### config.mk
export PLATFORM = sky130hd
export DESIGN_NAME = la_clkgate_ctrl
export DESIGN_NICKNAME = d
export VERILOG_FILES = /design/src/rtl/la_clkgate_ctrl.sv
export SDC_FILE = /design/constraint.sdc
export NUM_CORES = 1
export LEC_CHECK = 0
export ABC_CLOCK_PERIOD_IN_PS = 2100
export CORE_AREA = 2 2 39 41
export CTS_CLUSTER_DIAMETER = 40
export CTS_CLUSTER_SIZE = 30
export DETAILED_ROUTE_END_ITERATION = 8
export DIE_AREA = 0 0 41 43
export PLACE_DENSITY_LB_ADDON = 0.2
export SLEW_MARGIN = 20
export SYNTH_ARGS = -nofsm -noshare
export SYNTH_HDL_FRONTEND = slang
export SYNTH_SLANG_ARGS = --single-unit
### constraint.sdc
create_clock -name clk -period 2.1 [get_ports clk]
set_input_delay 0.525 -clock clk [delete_from_list [all_inputs] [get_ports clk]]
set_output_delay 0.525 -clock clk [all_outputs]
set_load 0.1 [all_outputs]
### src/rtl/la_clkgate_ctrl.sv
// Clock-gate controller: collects per-requester clock requests and sequences a
// downstream gate enable through OFF -> WAKE -> ON -> HOLD with fixed settle and linger times.
module la_clkgate_ctrl #(
    parameter int    N    = 4,
    parameter int    WAKE = 2,
    parameter int    HOLD = 8,
    parameter string PROP = "DEFAULT"
) (
    input  logic         clk,
    input  logic         nreset,
    input  logic [N-1:0] req,
    input  logic         force_on,
    output logic [N-1:0] ack,
    output logic         en,
    output logic         active
);

    localparam int MAXC = (WAKE > HOLD) ? WAKE : HOLD;
    localparam int CW   = (MAXC > 1) ? $clog2(MAXC) : 1;

    localparam logic [CW-1:0] WAKE_LOAD = CW'(WAKE - 1);
    localparam logic [CW-1:0] HOLD_LOAD = CW'(HOLD - 1);

    typedef enum logic [1:0] {
        S_OFF  = 2'b00,
        S_WAKE = 2'b01,
        S_ON   = 2'b10,
        S_HOLD = 2'b11
    } state_t;

    state_t        state, state_n;
    logic [CW-1:0] cnt, cnt_n;
    logic          any;

    assign any = (|req) | force_on;

    // NOTE: every variable gets a default before the case so no path infers a latch.
    always_comb begin
        state_n = state;
        cnt_n   = cnt;
        case (state)
            S_OFF: begin
                if (any) begin
                    state_n = S_WAKE;
                    cnt_n   = WAKE_LOAD;
                end
            end
            S_WAKE: begin
                // Requests are ignored here so the settle time is never cut short.
                if (cnt == '0) state_n = S_ON;
                else           cnt_n   = cnt - 1'b1;
            end
            S_ON: begin
                if (!any) begin
                    state_n = S_HOLD;
                    cnt_n   = HOLD_LOAD;
                end
            end
            S_HOLD: begin
                // A request wins over expiry and skips WAKE since the clock never stopped.
                if (any) begin
                    state_n = S_ON;
                    cnt_n   = '0;
                end else if (cnt == '0) begin
                    state_n = S_OFF;
                end else begin
                    cnt_n = cnt - 1'b1;
                end
            end
            default: begin
                state_n = S_OFF;
                cnt_n   = '0;
            end
        endcase
    end

    // NOTE: sequential state uses non-blocking assignments so all flops update together.
    always_ff @(posedge clk or negedge nreset) begin
        if (!nreset) begin
            state <= S_OFF;
            cnt   <= '0;
            en    <= 1'b0;
        end else begin
            state <= state_n;
            cnt   <= cnt_n;
            en    <= (state_n != S_OFF);
        end
    end

    assign active = (state == S_ON);
    assign ack    = req & {N{active}};

endmodule

# After elaboration in Yosys (flattened, before gate mapping)
# Index checks and enable logic that the tools add are counted.
[op_classes]
add_sub_neg = 1
eq_ne = 5
muxes = 11
bitwise_logic = 2
n_reduce_logical = 5
[ops]
columns = ["op", "n"]
rows = [
  ["$mux 3", 4],
  ["$pmux 3 s4", 1],
  ["$mux 2", 5],
  ["$pmux 2 s4", 1],
  ["$and 4x4->4", 1],
  ["$eq 2x2->1 const B", 2],
  ["$ne 2x2->1 const B", 2],
  ["$reduce_or 4->1", 1],
  ["$logic_not 3->1", 1],
  ["$sub 3x1->3 const B", 1],
  ["$eq 2x1->1 const B", 1],
  ["$logic_not 2->1", 1],
  ["$reduce_and 2->1", 1],
  ["$reduce_bool 2->1", 1],
  ["$or 1x1->1", 1],
]
[word_totals]
reg_bits = 6
in_bits = 7
out_inout_bits = 6
elab_cells = 27

# Logic depth before layout (Yosys ltp)
[logic_depth]
word_depth = 5
mapped_depth = 5
ltp_nobuf = 5

# Worst setup path before layout
# Ideal clock, no wire load.
[synth_timing]
kind = "register to output"
from = "register state[0]"
to = "output port ack[1]"
arrival_ns = 2.885
required_time_ns = 1.575
slack_ns = -1.310
path_stages_with_launch = 4
n_path_buf = 1
cell_sequence = "dfrtp_1 > clkbuf_1 > nor2b_1 > and2_1"
[synth_via]
elab_chain_len = 2
[synth_lines]
columns = ["item", "line_no", "source"]
rows = [
  ["start, declared", "31", "state_t state, state_n;"],
  ["start signal, assigned", "84", "state <= state_n;"],
  ["$eq 2x2->1", "90", "assign active = (state == S_ON);"],
  ["via active", "15", "output logic active"],
  ["$and 4x4->4", "91", "assign ack = req & {N{active}};"],
  ["end, declared", "13", "output logic [N-1:0] ack,"],
]
# The timed path passes the listed nets, and every way through them passes these cells.

# Worst setup path in the final report
[layout_timing]
from = "register state[1]"
to = "output port ack[1]"
[layout_via]
elab_chain_len = 2
[layout_lines]
columns = ["item", "line_no"]
rows = [
  ["$eq 2x2->1", "90"],
  ["$and 4x4->4", "91"],
]
# No other way between the ends.

==> results.toml <==
[run_status]
status = "complete, no violations"

[detailed_routing]
firstDrtPassIters = 5
drt_iter0_markers = 4
post_drt_wl_per_cell_um = 12.3
drc_errors = 0
drt-vias-per-instance = 4.93
via_count = 375
postRouteAntennaNets = 0
wirelength_um = 931

[critical_path]
end_kind = "output port"
critPathLaunchType = "flop"
path_cells = "nor2b_4 -> and2_2 -> buf_12"
rr_worst_depth = 5
slowest_stage = "dfrtp_1"
crit_type = "reg -> out"
critical_path_arrival_ns = 1.36
crit_path_max_fanout = 8
max_stage_delay_ns = 0.47
crit_required_ns = 1.57

[layout]
final_nets = 71
area_delta_synth_final_pct = 54.4
layout_common_cells = "dfrtp_1 (6), clkdlybuf4s50_1 (6), buf_12 (5), and2_2 (4), nand2b_1 (4)"
final_cells = 76
n_fill_cell = 131
diodes = 0
drive_gt1_frac = 0.350
fin_util = 0.477

[clock_tree]
clkSlewWorstSetupHoldPaths_ns = 0.05
ctsHoldBuffers = 0
post_cts.repair.setup_buffers = 0
post_cts_resized = 0
cts_tree = "done"
root_buffer = "clkbuf_4"
cts_buffer_depth = 2
cts-buffers-inserted = 3
clkLatencyLatePin_ns = 0.24
htree_levels = 1
numClockSinks = 6

[worst_hold_path]
min_path_type = "in -> async"

[synth]
yosysTopAreaCell = "dfrtp_1"
ys_ff_latch = 6
ys_types = 25
synth_area_um2 = 428
synth-seq-area-share = 0.351
synth_fp_nets = 53
syn_avg_cell_area_um2 = 9.73
yosys_warnings = 0
synth_cells = 44
yosys-top-cells-area = "dfrtp_1 (35%), and2_1 (5.8%), ha_1 (5.8%)"
synth_top_area_share = 0.351

[sta]
clock.fmax_mhz = 530
rsz0062_at_grt = "false"
finalCritPeriodShare = 0.899
setup_tns_ns = 0
skew_ns = 0.00515
finalHoldViolations = 0
layout_min_cycle_time_ns = 1.89
tightest_slew_ns = 0.383
slew_violations = 0
setup_viol = 0
slew_headroom = 0.743
fin_hold_ws_ns = 0.520

[die]
die_area_mm2 = 0.00176
start_util = 0.309
rows = 14
fp.dieW_um = 41
ioPinCount = 13
core_mm2 = 0.00138
die_h_um = 43

[place]
dp_cells = 73
gp_congestion = 0.656
dpl.hpwl_um = 734
io_buffers = 12

[global_routing]
antenna_found_initial = 0
grtUsageTotal = 0.144
grt_max_degree = 12
grt_remaining_overflow = 0
grt_pass1_wl_um = 1620
grt_pass1_vias = 371

[power]
p_total_uw = 612
cellPowerDensity_mw_per_mm2 = 927
p_int_uw = 360
comb_power_share = 0.532
p_leak_uw = 0.000292
p_seq_frac = 0.293
p_sw_uw = 253
clkPwrFrac = 0.175
switching_share = 0.413
peakVddDrop_v = 0.000341

[run]
drv_cap = 0
==> final cells by class <==
type | count | area, um^2 | area share
multi-input combinational | 34 | 274 | 0.415
timing repair buffer | 14 | 183 | 0.277
sequential | 6 | 150 | 0.227
clock buffer | 3 | 22.5 | 0.0341
tap | 16 | 20.0 | 0.0303
inverter | 3 | 11.3 | 0.0170
==> worst paths after layout <==
path | from | endpoint | slack, ns
max in group asynchronous | nreset | state[0] | 1.36
min | nreset | state[1] | 0.52
min in group clk | cnt[0] | cnt[0] | 0.66
min reg2reg | cnt[0] | cnt[0] | 0.66
max reg2reg | cnt[0] | state[0] | 0.70
max | state[1] | ack[1] | 0.21
==> metrics by stage <==
step / worst slack [ns] / cell area, um^2
after floorplan: -0.119 / 439
after global placement: 0.164 / 638
after detailed placement: 0.171 / 638
after CTS: 0.218 / 661
after global routing: 0.147 / 661
final: 0.212 / 661
==> flip-flops by register name, indices dropped and copies added, names as in the netlist <==
name   count
state      2
en         1
cnt        3
==> synth_stat cells (all sizes together) <==
library cell and n:
nor3 2, nand2b 4, nor2 3, or3 1
clkbuf 1, and2 5, a221oi 1, nor3b 1
xnor2 1, a21oi 3, and3b 1, nand2 1
o21ai 2, inv 3, o211a 1, nor2b 1
o311a 1, dfrtp 6, a32oi 1, ha 2
mux2 1, o221a 1, nand4 1
==> power by group through the flow <==
stage               clock network, uW  registers, uW  logic [uW]
floorplan                           0            170         241
global placement                    0            179         323
detailed placement                  0            180         326
CTS                               111            178         328
global route                      114            185         361
finish                            107            179         326
==> cell families after synthesis <==
group / after synthesis / synth area share
XOR/XNOR: 1 / 0.0205
flip-flops: 6 / 0.351
adder cells (fa/ha/maj): 2 / 0.0585
AND/OR/NAND/NOR: 20 / 0.313
AO/OA/AOI/OAI: 10 / 0.187
buffers and inverters: 4 / 0.0351
multiplexers: 1 / 0.0351
==> layer usage <==
metal,vias up,wire (um),global-route usage
met2,11,448,0.191
met1,170,404,0.190
li1,190,-,-
met4,0,36,0.120
met5,-,0,0
met3,4,41,0.0314
==> worst max-delay path, delay by kind of cell (launching register included) <==
family / cells / cell delay (ns)
flip-flops: 1 / 0.47
AND/OR/NAND/NOR: 2 / 0.46
buffers and inverters: 1 / 0.17
(Power assumes the default switching activity.)
